File: src/rtl/microdisc_drive_mux_if.sv
// Bundle of FDC-side and host-side SD block signals for microdisc_drive_mux.
// slave is the mux's view; master is the view of whatever drives the FDC and host sides.
interface microdisc_drive_mux_if #(
    parameter int unsigned NDRIVES = 4,
    parameter int unsigned DW      = 2
);
    logic [DW-1:0]         dsel;
    logic [31:0]           fdc_sd_lba;
    logic                  fdc_sd_rd;
    logic                  fdc_sd_wr;
    logic [7:0]            fdc_sd_din;
    logic                  fdc_sd_ack;
    logic [8:0]            fdc_sd_buff_addr;
    logic [7:0]            fdc_sd_dout;
    logic                  fdc_sd_dout_strobe;
    logic                  fdc_img_mounted;
    logic                  fdc_img_wp;
    logic [31:0]           fdc_img_size;
    logic                  fdc_ready;
    logic [NDRIVES-1:0]    hps_img_mounted;
    logic                  hps_img_wp;
    logic [31:0]           hps_img_size;
    logic [32*NDRIVES-1:0] hps_sd_lba;
    logic [NDRIVES-1:0]    hps_sd_rd;
    logic [NDRIVES-1:0]    hps_sd_wr;
    logic [NDRIVES-1:0]    hps_sd_ack;
    logic [8:0]            hps_sd_buff_addr;
    logic [7:0]            hps_sd_buff_dout;
    logic                  hps_sd_buff_wr;
    logic [8*NDRIVES-1:0]  hps_sd_din;

    modport slave (
        input  dsel, fdc_sd_lba, fdc_sd_rd, fdc_sd_wr, fdc_sd_din,
        input  hps_img_mounted, hps_img_wp, hps_img_size,
        input  hps_sd_ack, hps_sd_buff_addr, hps_sd_buff_dout, hps_sd_buff_wr,
        output fdc_sd_ack, fdc_sd_buff_addr, fdc_sd_dout, fdc_sd_dout_strobe,
        output fdc_img_mounted, fdc_img_wp, fdc_img_size, fdc_ready,
        output hps_sd_lba, hps_sd_rd, hps_sd_wr, hps_sd_din
    );

    modport master (
        output dsel, fdc_sd_lba, fdc_sd_rd, fdc_sd_wr, fdc_sd_din,
        output hps_img_mounted, hps_img_wp, hps_img_size,
        output hps_sd_ack, hps_sd_buff_addr, hps_sd_buff_dout, hps_sd_buff_wr,
        input  fdc_sd_ack, fdc_sd_buff_addr, fdc_sd_dout, fdc_sd_dout_strobe,
        input  fdc_img_mounted, fdc_img_wp, fdc_img_size, fdc_ready,
        input  hps_sd_lba, hps_sd_rd, hps_sd_wr, hps_sd_din
    );
endinterface

File: src/rtl/microdisc_drive_mux.sv
// Routes the Microdisc FDC's single SD block channel to one of NDRIVES host image slots,
// keeping per-drive mount state and re-announcing the image when the active drive changes.
module microdisc_drive_mux #(
    parameter int unsigned NDRIVES = 4,
    parameter int unsigned DW      = 2
) (
    input logic                  CLK_SYS,
    input logic                  nRESET,
    microdisc_drive_mux_if.slave bus
);
    localparam logic [DW-1:0] ActMask = DW'(NDRIVES - 1);

    typedef enum logic [2:0] {StIdle, StReq, StXfer, StFake, StAnnounce} state_e;

    state_e               state_q;
    logic [DW-1:0]        act_q;
    logic [DW-1:0]        xdrv_q;
    logic                 pend_q;
    logic                 fake_cnt_q;
    logic                 fake_ack_q;
    logic                 announce_q;
    logic [NDRIVES-1:0]   rd_q;
    logic [NDRIVES-1:0]   wr_q;
    logic [31:0]          lba_q [NDRIVES];
    logic [NDRIVES-1:0]   mnt_prev_q;
    logic [NDRIVES-1:0]   mounted_q;
    logic [NDRIVES-1:0]   wp_q;
    logic [31:0]          size_q [NDRIVES];

    logic [NDRIVES-1:0]   mnt_rise;
    logic [DW-1:0]        act_sel;
    logic                 busy;
    logic                 act_chg;
    logic                 mnt_hit;
    logic                 req;
    logic                 xack;

    always_comb begin
        mnt_rise = bus.hps_img_mounted & ~mnt_prev_q;
        act_sel  = bus.dsel & ActMask;
        busy     = (state_q == StReq) || (state_q == StXfer);
        act_chg  = (state_q == StIdle) && (act_sel != act_q);
        // act is frozen while busy, so an xdrv hit only matters in flight
        mnt_hit  = mnt_rise[act_q] || (busy && mnt_rise[xdrv_q]);
        req      = bus.fdc_sd_rd || bus.fdc_sd_wr;
        xack     = bus.hps_sd_ack[xdrv_q];
    end

    always_ff @(posedge CLK_SYS or negedge nRESET) begin
        if (!nRESET) begin
            mnt_prev_q <= '0;
            mounted_q  <= '0;
            wp_q       <= '0;
            for (int i = 0; i < NDRIVES; i++) size_q[i] <= '0;
        end else begin
            mnt_prev_q <= bus.hps_img_mounted;
            for (int i = 0; i < NDRIVES; i++) begin
                if (mnt_rise[i]) begin
                    size_q[i]    <= bus.hps_img_size;
                    wp_q[i]      <= bus.hps_img_wp;
                    mounted_q[i] <= |bus.hps_img_size;
                end
            end
        end
    end

    always_ff @(posedge CLK_SYS or negedge nRESET) begin
        if (!nRESET) begin
            state_q    <= StIdle;
            act_q      <= '0;
            xdrv_q     <= '0;
            pend_q     <= 1'b0;
            fake_cnt_q <= 1'b0;
            fake_ack_q <= 1'b0;
            announce_q <= 1'b0;
            rd_q       <= '0;
            wr_q       <= '0;
            for (int i = 0; i < NDRIVES; i++) lba_q[i] <= '0;
        end else begin
            if (act_chg) act_q <= act_sel;
            if (act_chg || mnt_hit) begin
                pend_q <= 1'b1;
            end else if (state_q == StIdle && pend_q) begin
                pend_q <= 1'b0;
            end
            announce_q <= 1'b0;
            unique case (state_q)
                StIdle: begin
                    if (pend_q) begin
                        state_q    <= StAnnounce;
                        announce_q <= 1'b1;
                    end else if (req) begin
                        if (mounted_q[act_q]) begin
                            state_q       <= StReq;
                            xdrv_q        <= act_q;
                            lba_q[act_q]  <= bus.fdc_sd_lba;
                            rd_q[act_q]   <= bus.fdc_sd_rd;
                            wr_q[act_q]   <= !bus.fdc_sd_rd;
                        end else begin
                            state_q    <= StFake;
                            fake_ack_q <= 1'b1;
                            fake_cnt_q <= 1'b0;
                        end
                    end
                end
                StReq: begin
                    if (xack) begin
                        state_q <= StXfer;
                        rd_q    <= '0;
                        wr_q    <= '0;
                    end
                end
                StXfer: begin
                    if (!xack) state_q <= StIdle;
                end
                StFake: begin
                    if (fake_cnt_q) begin
                        state_q    <= StIdle;
                        fake_ack_q <= 1'b0;
                    end else begin
                        fake_cnt_q <= 1'b1;
                    end
                end
                StAnnounce: state_q <= StIdle;
                default:    state_q <= StIdle;
            endcase
        end
    end

    always_comb begin
        bus.fdc_sd_ack         = fake_ack_q;
        bus.fdc_sd_buff_addr   = '0;
        bus.fdc_sd_dout        = '0;
        bus.fdc_sd_dout_strobe = 1'b0;
        bus.hps_sd_din         = '0;
        bus.hps_sd_lba         = '0;
        if (state_q == StXfer) begin
            bus.fdc_sd_ack         = xack;
            bus.fdc_sd_buff_addr   = bus.hps_sd_buff_addr;
            bus.fdc_sd_dout        = bus.hps_sd_buff_dout;
            bus.fdc_sd_dout_strobe = bus.hps_sd_buff_wr & xack;
        end
        for (int i = 0; i < NDRIVES; i++) begin
            bus.hps_sd_lba[32*i +: 32] = lba_q[i];
            if (state_q == StXfer && DW'(i) == xdrv_q) bus.hps_sd_din[8*i +: 8] = bus.fdc_sd_din;
        end
        bus.hps_sd_rd       = rd_q;
        bus.hps_sd_wr       = wr_q;
        bus.fdc_img_mounted = announce_q;
        bus.fdc_img_wp      = wp_q[act_q];
        bus.fdc_img_size    = size_q[act_q];
        bus.fdc_ready       = mounted_q[act_q];
    end
endmodule

File: src/flat_wrapper.sv
// flat-port wrapper written by rule: the top's interface ports become plain ports
module microdisc_drive_mux_flat 
#(
    parameter int unsigned NDRIVES = 4,
    parameter int unsigned DW      = 2
)
  (CLK_SYS, nRESET, bus_dsel, bus_fdc_sd_lba, bus_fdc_sd_rd, bus_fdc_sd_wr, bus_fdc_sd_din, bus_hps_img_mounted, bus_hps_img_wp, bus_hps_img_size, bus_hps_sd_ack, bus_hps_sd_buff_addr, bus_hps_sd_buff_dout, bus_hps_sd_buff_wr, bus_fdc_sd_ack, bus_fdc_sd_buff_addr, bus_fdc_sd_dout, bus_fdc_sd_dout_strobe, bus_fdc_img_mounted, bus_fdc_img_wp, bus_fdc_img_size, bus_fdc_ready, bus_hps_sd_lba, bus_hps_sd_rd, bus_hps_sd_wr, bus_hps_sd_din);
  microdisc_drive_mux_if #(.NDRIVES(NDRIVES), .DW(DW)) bus_i ();
  input logic CLK_SYS;
  input logic nRESET;
  input wire logic [$bits(bus_i.dsel)-1:0] bus_dsel;
  input wire logic [$bits(bus_i.fdc_sd_lba)-1:0] bus_fdc_sd_lba;
  input wire logic [$bits(bus_i.fdc_sd_rd)-1:0] bus_fdc_sd_rd;
  input wire logic [$bits(bus_i.fdc_sd_wr)-1:0] bus_fdc_sd_wr;
  input wire logic [$bits(bus_i.fdc_sd_din)-1:0] bus_fdc_sd_din;
  input wire logic [$bits(bus_i.hps_img_mounted)-1:0] bus_hps_img_mounted;
  input wire logic [$bits(bus_i.hps_img_wp)-1:0] bus_hps_img_wp;
  input wire logic [$bits(bus_i.hps_img_size)-1:0] bus_hps_img_size;
  input wire logic [$bits(bus_i.hps_sd_ack)-1:0] bus_hps_sd_ack;
  input wire logic [$bits(bus_i.hps_sd_buff_addr)-1:0] bus_hps_sd_buff_addr;
  input wire logic [$bits(bus_i.hps_sd_buff_dout)-1:0] bus_hps_sd_buff_dout;
  input wire logic [$bits(bus_i.hps_sd_buff_wr)-1:0] bus_hps_sd_buff_wr;
  output wire logic [$bits(bus_i.fdc_sd_ack)-1:0] bus_fdc_sd_ack;
  output wire logic [$bits(bus_i.fdc_sd_buff_addr)-1:0] bus_fdc_sd_buff_addr;
  output wire logic [$bits(bus_i.fdc_sd_dout)-1:0] bus_fdc_sd_dout;
  output wire logic [$bits(bus_i.fdc_sd_dout_strobe)-1:0] bus_fdc_sd_dout_strobe;
  output wire logic [$bits(bus_i.fdc_img_mounted)-1:0] bus_fdc_img_mounted;
  output wire logic [$bits(bus_i.fdc_img_wp)-1:0] bus_fdc_img_wp;
  output wire logic [$bits(bus_i.fdc_img_size)-1:0] bus_fdc_img_size;
  output wire logic [$bits(bus_i.fdc_ready)-1:0] bus_fdc_ready;
  output wire logic [$bits(bus_i.hps_sd_lba)-1:0] bus_hps_sd_lba;
  output wire logic [$bits(bus_i.hps_sd_rd)-1:0] bus_hps_sd_rd;
  output wire logic [$bits(bus_i.hps_sd_wr)-1:0] bus_hps_sd_wr;
  output wire logic [$bits(bus_i.hps_sd_din)-1:0] bus_hps_sd_din;
  assign bus_i.dsel = bus_dsel;
  assign bus_i.fdc_sd_lba = bus_fdc_sd_lba;
  assign bus_i.fdc_sd_rd = bus_fdc_sd_rd;
  assign bus_i.fdc_sd_wr = bus_fdc_sd_wr;
  assign bus_i.fdc_sd_din = bus_fdc_sd_din;
  assign bus_i.hps_img_mounted = bus_hps_img_mounted;
  assign bus_i.hps_img_wp = bus_hps_img_wp;
  assign bus_i.hps_img_size = bus_hps_img_size;
  assign bus_i.hps_sd_ack = bus_hps_sd_ack;
  assign bus_i.hps_sd_buff_addr = bus_hps_sd_buff_addr;
  assign bus_i.hps_sd_buff_dout = bus_hps_sd_buff_dout;
  assign bus_i.hps_sd_buff_wr = bus_hps_sd_buff_wr;
  assign bus_fdc_sd_ack = bus_i.fdc_sd_ack;
  assign bus_fdc_sd_buff_addr = bus_i.fdc_sd_buff_addr;
  assign bus_fdc_sd_dout = bus_i.fdc_sd_dout;
  assign bus_fdc_sd_dout_strobe = bus_i.fdc_sd_dout_strobe;
  assign bus_fdc_img_mounted = bus_i.fdc_img_mounted;
  assign bus_fdc_img_wp = bus_i.fdc_img_wp;
  assign bus_fdc_img_size = bus_i.fdc_img_size;
  assign bus_fdc_ready = bus_i.fdc_ready;
  assign bus_hps_sd_lba = bus_i.hps_sd_lba;
  assign bus_hps_sd_rd = bus_i.hps_sd_rd;
  assign bus_hps_sd_wr = bus_i.hps_sd_wr;
  assign bus_hps_sd_din = bus_i.hps_sd_din;
  microdisc_drive_mux #(.NDRIVES(NDRIVES), .DW(DW)) u_core (.CLK_SYS(CLK_SYS), .nRESET(nRESET), .bus(bus_i));
endmodule
File: config.mk
export PLATFORM = sky130hd
export DESIGN_NAME = microdisc_drive_mux_flat
export DESIGN_NICKNAME = d
export VERILOG_FILES = /design/src/rtl/microdisc_drive_mux_if.sv /design/src/rtl/microdisc_drive_mux.sv /design/src/flat_wrapper.sv
export SDC_FILE = /design/constraint.sdc
export NUM_CORES = 1
export LEC_CHECK = 0
export BUFFER_PORTS_ARGS = -buffer_cell sky130_fd_sc_hd__buf_4
export CAP_MARGIN = 25
export CORE_MARGIN = 8
export CORE_UTILIZATION = 53
export DETAILED_ROUTE_END_ITERATION = 16
export GPL_ROUTABILITY_DRIVEN = 0
export MAX_ROUTING_LAYER = met4
export PLACE_DENSITY = 0.83
export SYNTH_ARGS = -nofsm -noshare
export SYNTH_HDL_FRONTEND = slang
export SYNTH_SLANG_ARGS = --single-unit
File: constraint.sdc
create_clock -name CLK_SYS -period 2.3 [get_ports CLK_SYS]
set_clock_uncertainty 0.2 [all_clocks]
set_input_delay 0.23 -clock CLK_SYS [delete_from_list [all_inputs] [get_ports CLK_SYS]]
set_output_delay 0.23 -clock CLK_SYS [all_outputs]
set_load 0.005 [all_outputs]
==> out/metrics.cfg, run 1 <==
[yosys]
synthTopCellsByArea = dfrtp_1, mux2_2, mux4_2
synth_seq_cells = 287
yosysUniqueCellTypes = 41
yosysTopAreaCell = dfrtp_1
async_flop_share_pct = 100
syn-cell-area_um2 = 12200
synthCells = 769
avgSynthCellArea_um2 = 15.8
synth_edf_count = 0
synth_nets = 874
yosysSeqAreaShare_pct = 59.1
ys_warn_count = 0
synth_top_area_share_pct = 59.1
synth_ff_type = dfrtp_1

[timing]
setup_slack_ns = -0.0953
tightest_slew_ns = 0.581
hold_violations = 0
slew_violations = 0
fin_crit_sh_pct = 104
period_needed_ns = 2.40
setup_viol = 53
max_clock_freq_mhz = 417
slew_headroom_pct = 61.2
grt_setup_unrepaired = true

[floorplan]
dieHeight_um = 167
rows = 55
die_area_um2 = 28000
die_w_um = 167
start_util_pct = 53.9
ioPinCount = 327
core_um2 = 22600

[run_status]
outcome = finished, violations left
violations = setup timing

[place]
dp_cells = 1369
post-dp-hpwl_um = 23800
portBuffers = 326

[critical_path]
critPathKind = reg -> out
slowest_stage = mux4_2
start_kind = register
crit_chain = buf_12 > buf_12 > mux4_2 > buf_6
slowest_delay_ns = 0.53
cp.arrival_ns = 1.97
worstPathMaxFanout = 8
cp_common_cell = buf_12
cp-end-kind = output pin
critPathRequiredTime_ns = 1.87

[clock_network]
cts_made_buffers = 29
clkTransAtPathRegs_ns = 0.06
cts_tree = done
htreeDepth = 1
clk_latency_ns = 0.53
clock_path_buffers = 3
cts-root-buf = clkbuf_16
cts_sinks = 287

[cells_and_area]
final_util_pct = 76.8
area_growth_pct = 42.6
fin_nets = 1309
n_antenna_cell = 0
stdcell_count = 1512
fillers = 1264
final_layout_size_suffix_gt1_share_pct = 61.5

[worst_hold_path]
hold_path_class = in -> async

[grt]
antenna_found_initial = 0
grt_max_degree = 66
grt_overflow_total = 0
gr-usage-all-layers_pct = 26.0
grt_pass1_vias = 9415
grt_pass1_wl_um = 56000

[detailed_routing]
routed_wl_um = 36100
drtAntennaViolNets = 0
wl_per_cell_um = 23.9
dr.pass1.iters = 4
route.detailed.drc = 0
num_vias = 8491
drt_iter0_drc = 607
drt-vias-per-instance = 5.62

[power]
total_power_mw = 20.3
ir_drop_uv = 788
powerDensity_nw_per_um2 = 1170
p_leak_nw = 7.89

[flow_run]
cap_violations = 0

==> cells in the final DEF, fill, tap and decap left out, types with 14 or more instances in the layout <==
cell and n:
buf_4 300, dlygate4sd3_1 73, dfrtp_1 284, buf_12 14, clkbuf_16 32, and2_1 31
nor2_1 15, and2_4 18, mux4_2 37, buf_6 53, mux2_2 257
==> repair_timing <==
item / CTS / global route
endpoints found under the hold margin: 563 / 0
setup endpoints to repair: 84 / 85
pin swaps: 17 / 10
gates resized for setup: 62 / 21
hold buffers: 73 / 0
setup buffers: 10 / 3
gates cloned: 1 / 3
==> final timing paths <==
kind	startpoint	endpoint	slack (ns)	cells after the start
setup / recovery	u_core.act_q[0]$_DFFE_PN0P_	bus_fdc_img_size[1]	-0.1	4
min in group CLK_SYS	bus_fdc_sd_wr	u_core.bus.hps_sd_wr[0]$_DFFE_PN0P_	0.07	3
max in group asynchronous	nRESET	u_core.mnt_prev_q[1]$_DFF_PN0_	1.08	3
setup reg to reg	u_core.state_q[0]$_DFFE_PN0P_	u_core.bus.hps_sd_lba[33]$_DFFE_PN0P_	0.09	4
hold / removal	nRESET	u_core.bus.hps_sd_lba[70]$_DFFE_PN0P_	0.05	2
hold reg to reg	u_core.wp_q[2]$_DFFE_PN0P_	u_core.wp_q[2]$_DFFE_PN0P_	0.30	1
==> report_power, final <==
part           switching (mW)  internal (mW)  total [mW]
combinational            3.07           4.84        7.90
sequential               1.02           6.64        7.66
clock                    1.95           2.83        4.78
total                    6.04           14.3        20.3
==> cells in the mapped netlist, drive strengths merged, types with 5 or more instances <==
cell type	n
nor3	7
clkbuf	11
dfrtp	287
nor2b	5
mux4	37
a32o	6
nand2	5
nor2	16
buf	32
nor4	8
a21oi	5
mux2	263
and2	51
==> area by class of cell <==
class,instances,area [µm²],share of cell area [%]
inverter,3,11.3,0.0650
multi-input combinational,436,4790,27.7
clock buffer,42,825,4.76
sequential,287,7190,41.5
timing repair buffer,447,4010,23.1
clock inverter,12,150,0.866
tap,285,357,2.06
==> flip-flops by register name (all words and copies together) (netlist names) <==
name / count
u_core.size_q: 128
u_core.mnt_prev_q: 4
u_core.bus.hps_sd_wr: 4
u_core.mounted_q: 4
u_core.wp_q: 4
u_core.bus.hps_sd_lba: 128
u_core.fake_ack_q: 1
u_core.state_q: 3
u_core.bus.hps_sd_rd: 4
u_core.fake_cnt_q: 1
u_core.xdrv_q: 2
u_core.pend_q: 1
u_core.act_q: 2
u_core.bus.fdc_img_mounted: 1
==> logic make-up (layout without fill, tap and decap cells) <==
group / count (synthesis) / after routing / share of synthesized area, %
XOR/XNOR: 3 / 3 / 0.216
AND/OR/NAND/NOR: 110 / 110 / 5.76
buffers and inverters: 46 / 504 / 2.28
AO/OA/AOI/OAI: 23 / 23 / 1.44
multiplexers: 300 / 300 / 31.2
flip-flops: 287 / 287 / 59.1
==> worst max-delay path, delay by kind of cell (launching register included) <==
family   cells  cell delay [ns]
flops        1             0.44
buf+inv      3             0.45
mux          1             0.53
==> stage by stage <==
stage	setup TNS, ns	hold WS (ns)	cell area (µm²)	setup slack, ns
4_1_cts	-3.78	0.0414	17200	-0.0966
5_1_grt	-8.58	0.0710	17300	-0.150
3_3_place_gp	0	0.0280	15100	0.170
6_report	-2.41	0.0491	17300	-0.0953
3_5_place_dp	0	0.0281	15100	0.139
2_1_floorplan	0	-0.266	12200	0.245
==> layer usage <==
layer  GRT usage (%)  part of all wire, %
met5               -                    0
met3            5.15                  5.7
met2            45.8                   53
met4            9.86                  4.0
met1            28.9                   38
No activity file was read; power rests on OpenSTA's default activity.
==> inputs of run 2 (changes only) <==
- CORE_MARGIN: 8 -> not set
- SKIP_CTS_REPAIR_TIMING: not set -> 1
==> out/metrics.cfg, run 2 (same netlist as run 1, synthesis figures left out) <==
[timing]
tightest_slew_ns = 0.656  ; +0.0747 ns
grt_setup_unrepaired = true
tns_ns = -2.59  ; -0.186 ns
max_clock_freq_mhz = 417  ; about the same
fin_crit_sh_pct = 104  ; about the same
period_needed_ns = 2.40  ; +0.0000945 ns
slew_headroom_pct = 56.3  ; -5.0 points
setup_slack_ns = -0.0954  ; -0.0000945 ns
slew_violations = 0  ; unchanged
hold_violations = 0  ; unchanged
setup_viol = 65  ; +23%

[grt]
grt_pass1_vias = 8318  ; -12%
gr-usage-all-layers_pct = 27.0  ; +1.1 points
grt_overflow_total = 0  ; unchanged
grt_pass1_wl_um = 47700  ; -15%
grt_max_degree = 80  ; +21%
antenna_found_initial = 0  ; unchanged

[power]
seq_power_share_pct = 38.2  ; +0.5 points
powerDensity_nw_per_um2 = 1140  ; -2.5%
pwr-share-clk_pct = 22.4  ; -1.1 points
p_sw_share_pct = 29.4  ; -0.26 points
power_switching_mw = 5.85  ; -3.0%
ir_drop_uv = 854  ; +8.3%
p_int_mw = 14.1  ; -1.8%
p_leak_nw = 7.91  ; +0.28%
p_comb_share_pct = 39.3  ; +0.4 points

[cells_and_area]
final_common_cell = buf_4
fin_nets = 1314  ; +0.38%
n_antenna_cell = 0  ; unchanged
area_growth_pct = 43.1
final_layout_size_suffix_gt1_share_pct = 62.2  ; +0.80 points
final_cell_mix = buf_4, dfrtp_1, mux2_2
final_util_pct = 77.1  ; +0.27 points

[critical_path]
crit-reg2reg-launch = u_core.state_q[0]$_DFFE_PN0P_
regToRegSetupSlack_ns = 0.05  ; -0.04 ns
setup.worst_path.start = u_core.state_q[2]$_DFFE_PN0P_
start_kind = register
cp-endpoint = bus_fdc_sd_ack
cp.arrival_ns = 1.97  ; about the same
cp-end-kind = output pin
critPathRequiredTime_ns = 1.87  ; about the same
r2r_cells = 4  ; unchanged
worstPathMaxFanout = 5  ; -3
r2r_end = u_core.bus.hps_sd_lba[108]$_DFFE_PN0P_
critPathKind = reg -> out

[clock_network]
cts_made_buffers = 29  ; unchanged
cts-root-buf = clkbuf_16
clkTransAtPathRegs_ns = 0.06  ; about the same
htreeDepth = 1  ; unchanged
cts_sinks = 287  ; unchanged
clk_latency_ns = 0.54  ; about the same
clock_path_buffers = 3  ; unchanged
cts_tree = done

[detailed_routing]
dr.pass1.iters = 4  ; unchanged
drt-vias-per-instance = 5.53  ; -1.5%
drtAntennaViolNets = 0  ; unchanged
wl_per_cell_um = 22.1  ; -7.7%
drt_iter0_drc = 429  ; -29%
route.detailed.drc = 0  ; unchanged
num_vias = 8372  ; -1.4%
routed_wl_um = 33400  ; -7.6%

[floorplan]
core_um2 = 22600  ; unchanged
die_area_um2 = 23500  ; -16%
dieHeight_um = 153  ; -8.4%
die_w_um = 153  ; -8.4%
rows = 55  ; unchanged
start_util_pct = 53.9  ; unchanged
ioPinCount = 327  ; unchanged

[flow_run]
cap_violations = 0  ; unchanged

[run_status]
outcome = finished, violations left
violations = setup timing

[place]
portBuffers = 326  ; unchanged
post-dp-hpwl_um = 21500  ; -9.8%

[worst_hold_path]
hold_path_class = in -> async

## run 2: layer usage
layer | global-route usage [%] | wire length (µm)
met1 | 32.9 | 12900
met2 | 43.4 | 17100
met3 | 5.30 | 1660
met4 | 13.5 | 1690
met5 | - | 0
## run 2: worst max-delay path: stages (launching register included)
cell and delay, ns:
dfrtp_1 0.38, buf_6 0.13, nor3b_4 0.28, buf_6 0.16, mux2_2 0.32, buf_4 0.15
## run 2: stage by stage
step                      setup slack [ns]  std cells  area [µm²]  total power [mW]  hold slack, ns
final                              -0.0954       1514       17400              19.9          0.0797
after global routing                -0.188       1514       17400              20.8          0.0870
after CTS                           -0.329       1420       16000              19.0          -0.495
after detailed placement             0.137       1369       15100              14.5          0.0755
after global placement               0.168       1369       15100              14.3          0.0708
after floorplan                      0.245        769       12200              10.5          -0.266
## run 2: worst min-delay path by stage
stage	depth (start not counted)	startpoint	slack (ns)	endpoint
final	2	nRESET	0.08	u_core.size_q[20]$_DFFE_PN0P_
after global routing	3	bus_fdc_sd_wr	0.09	u_core.bus.hps_sd_wr[0]$_DFFE_PN0P_
after floorplan	0	nRESET	-0.27	u_core.act_q[0]$_DFFE_PN0P_
after global placement	1	nRESET	0.07	u_core.size_q[20]$_DFFE_PN0P_
after CTS	1	nRESET	-0.50	u_core.size_q[20]$_DFFE_PN0P_
after detailed placement	1	nRESET	0.08	u_core.size_q[20]$_DFFE_PN0P_
## run 2: final cells by class
class                   instances  area (µm²)
clock inverters                 6        58.8
repair buffers                452        4120
fillers                      1262        5180
well taps                     285         357
flip-flops and latches        287        7190
clock buffers                  45         836
inverters                       3        11.3
multi-input cells             436        4820
## run 2: power groups by stage
stage / combinational [mW] / clock (mW) / sequential, mW
6_report: 7.83 / 4.46 / 7.61
5_1_grt: 8.25 / 4.74 / 7.79
4_1_cts: 6.86 / 4.52 / 7.58
3_5_place_dp: 6.81 / 0 / 7.66
3_3_place_gp: 6.65 / 0 / 7.60
2_1_floorplan: 3.03 / 0 / 7.50
